## config.mk

```make
export PLATFORM = sky130hd
export DESIGN_NAME = sevenseg_scan_mux_flat
export DESIGN_NICKNAME = d
export VERILOG_FILES = /design/src/rtl/sevenseg_scan_mux_if.sv /design/src/rtl/sevenseg_scan_mux.sv /design/src/flat_wrapper.sv
export SDC_FILE = /design/constraint.sdc
export NUM_CORES = 1
export LEC_CHECK = 0
export CORE_MARGIN = 10
export CORE_UTILIZATION = 45
export DETAILED_ROUTE_END_ITERATION = 16
export GPL_TIMING_DRIVEN = 1
export HOLD_SLACK_MARGIN = 0.12
export PLACE_DENSITY = 0.68
export SLEW_MARGIN = 20
export SYNTH_ARGS = -nofsm -noshare
export SYNTH_HDL_FRONTEND = slang
export SYNTH_SLANG_ARGS = --single-unit
```

## constraint.sdc

```tcl
create_clock -name clk -period 2.6 [get_ports clk]
set_clock_uncertainty 0.15 [all_clocks]
set_input_delay 0.78 -clock clk [delete_from_list [all_inputs] [get_ports clk]]
set_output_delay 0.78 -clock clk [all_outputs]
set_load 0.005 [all_outputs]
```

## src/rtl/sevenseg_scan_mux_if.sv

```systemverilog
// Bundle between a scan controller and its host / display driver.
// Latency: none (wires only).
// Backpressure: none; load is a fire-and-forget strobe.
//
// master: host side (drives the frame data, observes the display outputs)
// slave : scan controller side
interface sevenseg_scan_mux_if #(
    parameter int NUM_DIGITS = 4
);
    logic                      load;        // single-cycle capture strobe
    logic [4*NUM_DIGITS-1:0]   digits_in;   // packed BCD, digit i = [4i+3:4i]
    logic [NUM_DIGITS-1:0]     dp_in;       // decimal point per digit
    logic                      blank_lz;    // suppress leading zeros (live)
    logic [3:0]                number;      // code of scanned digit
    logic [NUM_DIGITS-1:0]     digit_en;    // one-hot digit enables
    logic                      dp;          // decimal point of scanned digit
    logic                      frame_done;  // pulse at each frame wrap

    modport master (
        output load, digits_in, dp_in, blank_lz,
        input  number, digit_en, dp, frame_done
    );

    modport slave (
        input  load, digits_in, dp_in, blank_lz,
        output number, digit_en, dp, frame_done
    );
endinterface

```

## src/rtl/sevenseg_scan_mux.sv

```systemverilog
// Time-multiplexed 7-segment scan controller with blanking, leading-zero suppression and tear-free frame updates.
// Latency: a load becomes visible at the next frame wrap (same wrap if loaded on the boundary cycle).
// Backpressure: none; loads are always accepted, a later load in the same frame overwrites the pending one.
//
// Ports: clk, rst_n (synchronous, active low); bus (slave modport) carries
// load/digits_in/dp_in/blank_lz in and number/digit_en/dp/frame_done out.
module sevenseg_scan_mux #(
    parameter int NUM_DIGITS       = 4,
    parameter int REFRESH_DIV      = 50000,
    parameter int BLANK_CYCLES     = 500,
    parameter int DIGIT_ACTIVE_LOW = 1
) (
    input  logic                clk,
    input  logic                rst_n,
    sevenseg_scan_mux_if.slave  bus
);
    localparam int SW = (REFRESH_DIV > 1) ? $clog2(REFRESH_DIV) : 1;
    localparam int IW = (NUM_DIGITS > 1) ? $clog2(NUM_DIGITS) : 1;
    localparam logic [SW-1:0] SLOT_LAST = SW'(REFRESH_DIV - 1);
    localparam logic [SW-1:0] BLANK_END = SW'(BLANK_CYCLES);
    localparam logic [IW-1:0] IDX_LAST  = IW'(NUM_DIGITS - 1);

    logic [SW-1:0]            slot_cnt;
    logic [IW-1:0]            idx;
    logic [4*NUM_DIGITS-1:0]  active_dig;
    logic [NUM_DIGITS-1:0]    active_dp;
    logic [4*NUM_DIGITS-1:0]  pend_dig;
    logic [NUM_DIGITS-1:0]    pend_dp;
    logic                     pend_vld;
    logic                     frame_done_q;

    logic                     slot_last;
    logic                     frame_wrap;

    assign slot_last  = (slot_cnt == SLOT_LAST);
    assign frame_wrap = slot_last && (idx == IDX_LAST);

    always_ff @(posedge clk) begin
        if (!rst_n) begin
            slot_cnt     <= '0;
            idx          <= '0;
            active_dig   <= '0;
            active_dp    <= '0;
            pend_dig     <= '0;
            pend_dp      <= '0;
            pend_vld     <= 1'b0;
            frame_done_q <= 1'b0;
        end else begin
            // Registered so the pulse lines up with idx==0, slot_cnt==0.
            frame_done_q <= frame_wrap;

            if (slot_last) begin
                slot_cnt <= '0;
                idx      <= (idx == IDX_LAST) ? '0 : idx + IW'(1);
            end else begin
                slot_cnt <= slot_cnt + SW'(1);
            end

            // Active contents only change on the frame wrap so a frame is
            // never displayed half old, half new. A load on the wrap cycle
            // itself is the newest data and bypasses the pending stage.
            if (frame_wrap && bus.load) begin
                active_dig <= bus.digits_in;
                active_dp  <= bus.dp_in;
                pend_vld   <= 1'b0;
            end else if (frame_wrap && pend_vld) begin
                active_dig <= pend_dig;
                active_dp  <= pend_dp;
                pend_vld   <= 1'b0;
            end else if (bus.load) begin
                pend_dig   <= bus.digits_in;
                pend_dp    <= bus.dp_in;
                pend_vld   <= 1'b1;
            end
        end
    end

    // Leading-zero suppression: walk down from the top digit while every
    // digit seen so far is zero. Digit 0 is never suppressed. Codes 10-15
    // compare as non-zero and so stop the run.
    logic [NUM_DIGITS-1:0] supp;
    logic                  zero_run;

    always_comb begin
        supp     = '0;
        zero_run = 1'b1;
        for (int i = NUM_DIGITS - 1; i > 0; i--) begin
            zero_run = zero_run & (active_dig[4*i +: 4] == 4'd0);
            supp[i]  = bus.blank_lz & zero_run;
        end
    end

    logic [3:0]            cur_dig;
    logic                  cur_dp;
    logic                  cur_supp;
    logic                  en_win;
    logic [NUM_DIGITS-1:0] en_oh;

    always_comb begin
        cur_dig  = '0;
        cur_dp   = 1'b0;
        cur_supp = 1'b0;
        for (int i = 0; i < NUM_DIGITS; i++) begin
            if (idx == IW'(i)) begin
                cur_dig  = active_dig[4*i +: 4];
                cur_dp   = active_dp[i];
                cur_supp = supp[i];
            end
        end
    end

    // Enable window opens after the anti-ghosting blank period.
    assign en_win = (slot_cnt >= BLANK_END) && !cur_supp;

    always_comb begin
        en_oh = '0;
        for (int i = 0; i < NUM_DIGITS; i++) begin
            if (idx == IW'(i)) begin
                en_oh[i] = en_win;
            end
        end
    end

    assign bus.number     = cur_dig;
    assign bus.dp         = cur_dp & en_win;
    assign bus.digit_en   = (DIGIT_ACTIVE_LOW != 0) ? ~en_oh : en_oh;
    assign bus.frame_done = frame_done_q;
endmodule

```

## src/flat_wrapper.sv

```systemverilog
// flat-port wrapper written by rule: the top's interface ports become plain ports
module sevenseg_scan_mux_flat 
#(
    parameter int NUM_DIGITS       = 4,
    parameter int REFRESH_DIV      = 50000,
    parameter int BLANK_CYCLES     = 500,
    parameter int DIGIT_ACTIVE_LOW = 1
)
  (clk, rst_n, bus_load, bus_digits_in, bus_dp_in, bus_blank_lz, bus_number, bus_digit_en, bus_dp, bus_frame_done);
  sevenseg_scan_mux_if #(.NUM_DIGITS(NUM_DIGITS)) bus_i ();
  input  logic clk;
  input  logic rst_n;
  input wire logic [$bits(bus_i.load)-1:0] bus_load;
  input wire logic [$bits(bus_i.digits_in)-1:0] bus_digits_in;
  input wire logic [$bits(bus_i.dp_in)-1:0] bus_dp_in;
  input wire logic [$bits(bus_i.blank_lz)-1:0] bus_blank_lz;
  output wire logic [$bits(bus_i.number)-1:0] bus_number;
  output wire logic [$bits(bus_i.digit_en)-1:0] bus_digit_en;
  output wire logic [$bits(bus_i.dp)-1:0] bus_dp;
  output wire logic [$bits(bus_i.frame_done)-1:0] bus_frame_done;
  assign bus_i.load = bus_load;
  assign bus_i.digits_in = bus_digits_in;
  assign bus_i.dp_in = bus_dp_in;
  assign bus_i.blank_lz = bus_blank_lz;
  assign bus_number = bus_i.number;
  assign bus_digit_en = bus_i.digit_en;
  assign bus_dp = bus_i.dp;
  assign bus_frame_done = bus_i.frame_done;
  sevenseg_scan_mux #(.NUM_DIGITS(NUM_DIGITS), .REFRESH_DIV(REFRESH_DIV), .BLANK_CYCLES(BLANK_CYCLES), .DIGIT_ACTIVE_LOW(DIGIT_ACTIVE_LOW)) u_core (.clk(clk), .rst_n(rst_n), .bus(bus_i));
endmodule
```

==> results of run 1 <==
placed cells by master (no fill, tap or decap), drive strengths merged, types with 2 or more instances in the layout:
cell type and instances:
o221a 20, nand4 7, nor3 2, a21oi 29
inv 31, and4 4, and3b 3, ha 6
nand3 26, mux2 3, nand3b 2, xnor2 8
mux2i 2, xor2 5, nor2 23, o21ai 26
nor3b 22, nand2 34, buf 56, dfxtp 60
clkbuf 12, nor4 7, clkdlybuf4s50 22
state kept, by name, indices dropped and copies added (netlist names):
name                   count
u_core.idx                 2
u_core.active_dp           4
u_core.slot_cnt           16
u_core.bus.frame_done      1
u_core.pend_dp             4
u_core.pend_vld            1
u_core.active_dig         16
u_core.pend_dig           16
report_power, final:
part | switching, W | total [W] | internal (W)
Combinational | 0.0000806 | 0.000155 | 0.0000740
Clock | 0.000343 | 0.000825 | 0.000483
Sequential | 0.0000180 | 0.000960 | 0.000942
through the flow:
stage | power, W | setup slack [ns] | instance area (um2) | util
5_1_grt | 0.00203 | -0.137 | 3960 | 0.620
3_5_place_dp | 0.00114 | -0.564 | 3630 | 0.568
3_3_place_gp | 0.00113 | -0.560 | 3630 | 0.568
4_1_cts | 0.00196 | -0.0803 | 3920 | 0.613
2_1_floorplan | 0.00107 | 0.256 | 2980 | -
6_report | 0.00194 | -0.0826 | 3960 | 0.620
final cells by class:
class                      instances  area share
multi-input combinational        240       0.417
sequential                        60       0.306
timing repair buffer              79       0.174
clock buffer                      12      0.0392
inverter                          31      0.0300
tap                               77      0.0243
clock inverter                     2     0.00885
worst min-delay path by stage:
stage,end,cells after the start,slack (ns),start
finish,u_core.pend_dig[14],2,0.31,u_core.pend_dig[14]
global route,u_core.pend_dig[0],2,0.33,u_core.pend_dig[0]
CTS,u_core.pend_dig[2],2,0.31,u_core.pend_dig[2]
detailed placement,u_core.pend_dig[8],2,0.30,u_core.pend_dig[8]
global placement,u_core.pend_dig[8],2,0.29,u_core.pend_dig[8]
floorplan,u_core.pend_dig[0],2,0.29,u_core.pend_dig[0]
metal layers:
metal	global-route usage	routed length [um]	vias to the layer above	share of wire
met3	0.0483	276	8	0.037
li1	-	-	1384	-
met1	0.195	3530	1264	0.47
met4	0.0450	89	0	0.012
met2	0.243	3640	40	0.48
met5	0	0	-	0
kinds of logic (layout without fill, tap and decap cells):
family,after synthesis,after routing,share of synthesized area
AO/OA/AOI/OAI,80,80,0.183
AND/OR/NAND/NOR,136,136,0.251
flip-flops,60,60,0.403
XOR/XNOR,13,13,0.0382
buffers and inverters,61,124,0.0815
adder cells (fa/ha/maj),6,6,0.0252
multiplexers,5,5,0.0181
repair_timing:
action	4_1_cts	5_1_grt
setup buffers	2	1
endpoints found under the setup margin	9	9
gates cloned	0	0
resized for setup	71	12
hold buffers	0	0
pin swaps	13	5
worst max-delay path, delay by kind of cell (launching register included):
family	cells	cell delay, ns
DFF	1	0.33
AOI/OAI and AO/OA	2	0.36
buffers and inverters	3	0.35
and+or+nand+nor	2	0.38
==> run_results.csv, run 1 <==
group,metric,value,unit
status,outcome,"finished, violations left",
status,violations,"setup timing",
synth,netlist.area_leader.share,0.403,
cells_and_area,seqCellArea,0.00121,mm2
timing,tns,-0.475,ns
timing,tightest_slew,0.653,ns
pwr,irDropWorstVdd,0.386,mV
clock_tree,htree_levels,3,
global_routing,antenna_found_initial,0,
run,cap_violations,0,
drt,drc_errors,0,
synth,synth_most_common_cell,"dfxtp_1",
place,io_buffer_count,33,
floorplanning,initial_core_util,0.466,
clock_tree,cts_tree,"built",
setup_path,path_class,"reg2out",
drt,viasPerCell,5.38,
setup_path,crit_chain,"nor4_4 -> o311a_1 -> buf_6 -> a21oi_4 -> buf_6 -> nand2_2 -> buf_6",
setup_path,reg2reg_depth,8,
timing,max_freq,373,MHz
timing,hold-worst-slack,0.307,ns
setup_path,cp_common_cell,"buf_6",
floorplanning,dieArea,0.0103,mm2
place,dp_hpwl,5.20,mm
setup_path,cp.required,1.67,ns
drt,post_drt_wl_per_cell,15.0,um
setup_path,critPathSlowestCell,"dfxtp_2",
pwr,power_density,490,mW/mm2
floorplanning,fp.dieH,101,um
timing,finalHoldViolCount,0,
timing,max_slew_margin,0.564,
setup_path,start_kind,"flop",
place,gp_congestion,0.794,
setup_path,crit_path_max_incr_delay,0.33,ns
setup_path,setup.worst_path.end,"bus_digit_en[1]",
global_routing,grt_pass1_vias,2631,
cells_and_area,finalNonFillerCells,501,
clock_tree,cts_buffers,9,
clock_tree,cts_num_sinks,60,
synth,synthCells,361,
cells_and_area,antenna_cells,0,
floorplanning,io_pins,34,
floorplanning,die_x,101,um
drt,drtIter0Drc,137,
synth,synth_common_cells,"dfxtp_1 (60), nand2_1 (34), inv_1 (31)",
cells_and_area,synthToLayoutAreaGrowth,32.9,%
synth,synthFlopType,"dfxtp_1",
clock_tree,cts_max_path_buffers,2,
synth,syn_avg_cell_area,8.25,um2
clock_tree,clock_latency,0.34,ns
place,dpl.cell_count,484,
timing,fin_crit,2.68,ns
clock_tree,root_buffer,"clkbuf_8",
synth,syn_nets,391,
timing,setup_slack,-0.0826,ns
global_routing,grt_max_degree,61,
synth,yosysWarnings,0,
timing,rsz0062_at_grt,"yes",
synth,synth_area_leaders,"dfxtp_1 (40%), o221a_2 (7.6%), nor3b_1 (5.5%), a21oi_1 (4.9%), nand3_1 (4.4%)",
setup_path,reg2reg_from,"u_core.idx[1]",
worst_hold_path,hold_path_class,"reg2reg",
floorplanning,core_area,0.00639,mm2
setup_path,cp.arrival,1.75,ns
synth,synth_edf_count,0,
timing,slew_viol_final,0,
setup_path,crit_fanout,3,
cells_and_area,fillers,542,
synth,ys_seq_area_frac,0.403,
drt,vias,2696,
timing,setup_viol_count_final,7,
synth,synthArstFlopShare,0,
cells_and_area,drive_above_1_share,0.283,
setup_path,cp-end-kind,"output port",
global_routing,track_usage,0.153,
clock_tree,clkTransAtPathRegs,0.06,ns
cells_and_area,multi_input_area,0.00165,mm2
synth,yosysUniqueCellTypes,37,
pwr,p_leak,1.58,nW
global_routing,grt_pass1_wl,12.8,mm
synth,syn_area,0.00298,mm2
drt,drt.antenna.violating_nets,0,
setup_path,critPathLaunch,"u_core.slot_cnt[12]",
synth,ys_ff_latch,60,
drt,firstDrtPassIters,4,
timing,fin_crit_sh,1.03,
setup_path,r2r-end,"u_core.active_dig[0]",
setup_path,rrSetupSlack,0.39,ns
synth,synth_top_area_cell,"dfxtp_1",
cells_and_area,fin_nets,451,
drt,drt-total-wl,7.54,mm
floorplanning,rows,29,
global_routing,grt_overflow,0,
Power figures use the tool's default switching activity.
==> run 2: changes to the inputs <==
--- a/config.mk
+++ b/config.mk
@@ -6,11 +6,11 @@
 export NUM_CORES = 1
 export LEC_CHECK = 0
 export CORE_MARGIN = 10
-export CORE_UTILIZATION = 45
+export CORE_UTILIZATION = 25
 export DETAILED_ROUTE_END_ITERATION = 16
 export GPL_TIMING_DRIVEN = 1
 export HOLD_SLACK_MARGIN = 0.12
-export PLACE_DENSITY = 0.68
+export PLACE_DENSITY = 0.44
 export SLEW_MARGIN = 20
 export SYNTH_ARGS = -nofsm -noshare
 export SYNTH_HDL_FRONTEND = slang
==> run 2 against run 1 <==
The flow still finishes with violations (setup timing); wire length up 9.0%; worst hold slack worse by 0.0012 ns; maximum frequency up 0.59%; clock power up 41%; total power up 18%; non-clock buffer count up 7; via count up 0.70%; utilization down 25 points; global-route usage down 5.1 points; first-iteration DRC count down 9.5%; cell count up 15%; sequential cell count unchanged.
==> run_results.csv, run 2 (synthesis results as in run 1) <==
group,metric,value,unit
clock_tree,cts_tree,"built",
drt,vias,2715,
floorplanning,io_pins,34,
clock_tree,clock_latency,0.33,ns
pwr,p_leak,1.68,nW
global_routing,grt_pass1_wl,13.7,mm
cells_and_area,design_area,0.00422,mm2
run,cap_violations,0,
cells_and_area,fin_nets,458,
worst_hold_path,hp-start,"u_core.pend_dp[1]",
pwr,irDropWorstVdd,0.278,mV
timing,max_freq,375,MHz
global_routing,grt_overflow,0,
cells_and_area,utilization,0.365,
floorplanning,dieArea,0.0167,mm2
drt,firstDrtPassIters,4,
worst_hold_path,hold_depth,2,
timing,hold-worst-slack,0.306,ns
clock_tree,cts_buffers,9,
timing,max_slew_margin,0.677,
global_routing,track_usage,0.102,
cells_and_area,final_cell_mix,"dfxtp_1 (58), buf_4 (44), nand2_1 (31), inv_1 (29), nand3_1 (26)",
cells_and_area,largestRegisters,"u_core.active_dig x16, u_core.pend_dig x16, u_core.slot_cnt x16",
place,dp_hpwl,5.89,mm
drt,viasPerCell,4.72,
global_routing,antenna_found_initial,0,
floorplanning,rows,39,
global_routing,top_usage_layer,"met2",
global_routing,grt_max_degree,41,
setup_path,cp-end-kind,"output port",
global_routing,grt_pass1_vias,2618,
drt,post_drt_wl_per_cell,14.3,um
timing,finalHoldViolCount,0,
cells_and_area,antenna_cells,0,
setup_path,cp.required,1.67,ns
drt,drt-total-wl,8.22,mm
status,violations,"setup timing",
clock_tree,cts_num_sinks,60,
cells_and_area,finalNonFillerCells,575,
setup_path,reg2reg_depth,9,
drt,drc_errors,0,
global_routing,gr-usage-met3,0.0220,
setup_path,reg2reg_from,"u_core.idx[1]",
global_routing,grtUsageMet1,0.134,
clock_tree,cts_max_path_buffers,2,
setup_path,crit_fanout,5,
floorplanning,die_x,129,um
clock_tree,clkTransAtPathRegs,0.05,ns
worst_hold_path,hold_path_class,"reg2reg",
timing,fin_crit_sh,1.03,
floorplanning,initial_core_util,0.258,
place,gp_congestion,0.756,
setup_path,cp.arrival,1.74,ns
cells_and_area,synthToLayoutAreaGrowth,41.7,%
status,outcome,"finished, violations left",
cells_and_area,drive_above_1_share,0.289,
timing,slew_viol_final,0,
pwr,power_density,540,mW/mm2
global_routing,grtUsageMet2,0.160,
timing,setup_viol_count_final,7,
timing,rsz0062_at_grt,"yes",
timing,tightest_slew,0.484,ns
setup_path,critPathLaunch,"u_core.idx[1]",
clock_tree,htree_levels,3,
cells_and_area,mostFrequentLayoutCell,"dfxtp_1",
setup_path,start_kind,"flop",
setup_path,path_class,"reg2out",
place,dpl.cell_count,553,
place,io_buffer_count,33,
timing,setup_slack,-0.0668,ns
floorplanning,fp.dieH,129,um
drt,drtIter0Drc,124,
timing,fin_crit,2.67,ns
floorplanning,core_area,0.0116,mm2
place,dpl-instance-area,0.00375,mm2
clock_tree,root_buffer,"clkbuf_16",
drt,drt.antenna.violating_nets,0,
==> run 2: cell count changes in the layout (fill, tap and decap cells not counted), moves of 3 or more <==
cell / delta
buf_4: +4
a21oi_2: +3
clkinvlp_4: +3
buf_2: -3
dfxtp_1: +6
clkbuf_8: -11
clkbuf_16: +9
dfxtp_2: -6
==> run 2: worst paths after layout <==
check / to / slack (ns)
max: bus_number[2] / -0.07
max reg2reg: u_core.active_dig[6] / 0.28
min reg2reg: u_core.pend_dp[1] / 0.31
min: u_core.pend_dp[1] / 0.31
==> run 2: timing repair <==
item                                    CTS  global route
pin swaps                                13             8
setup buffers                             7             0
endpoints found under the setup margin    9             8
resized for setup                        58            18
hold buffers                              0             0
==> run 2: layer usage <==
layer  routed length [um]  vias up  part of all wire
met4                  125        0             0.015
met3                  380       12             0.046
li1                     -     1401                 -
met5                    0        -                 0
met1                 4050     1242              0.49
met2                 3660       60              0.45
==> run 2: per-stage QoR <==
stage	setup slack, ns	total power [W]	setup TNS, ns
2_1_floorplan	0.256	0.00107	0
3_3_place_gp	-0.486	0.00115	-2.95
3_5_place_dp	-0.525	0.00115	-3.23
4_1_cts	-0.0976	0.00233	-0.647
5_1_grt	-0.164	0.00239	-0.913
6_report	-0.0668	0.00228	-0.276
==> run 2: layout make-up <==
cell class,instances,area [um2]
Fill cell,1176,7340
Multi-Input combinational cell,240,1650
Sequential cell,60,1210
Timing Repair Buffer,86,781
Clock buffer,9,225
Tap cell,143,179
Inverter,31,116
Clock inverter,6,66.3
==> run 2: worst max-delay path: stages, from the launching register on <==
cell     delay (ns)
dfxtp_2        0.32
inv_2          0.08
ha_4           0.18
buf_6          0.10
and3b_1        0.17
a21oi_2        0.10
o21ai_1        0.07
mux2_4         0.28
buf_6          0.12
==> run 2: where the power goes <==
part / switching [W] / leakage [nW] / internal (W)
registers: 0.0000163 / 0.489 / 0.000943
clock network: 0.000422 / 0.134 / 0.000735
logic: 0.0000873 / 1.06 / 0.0000792
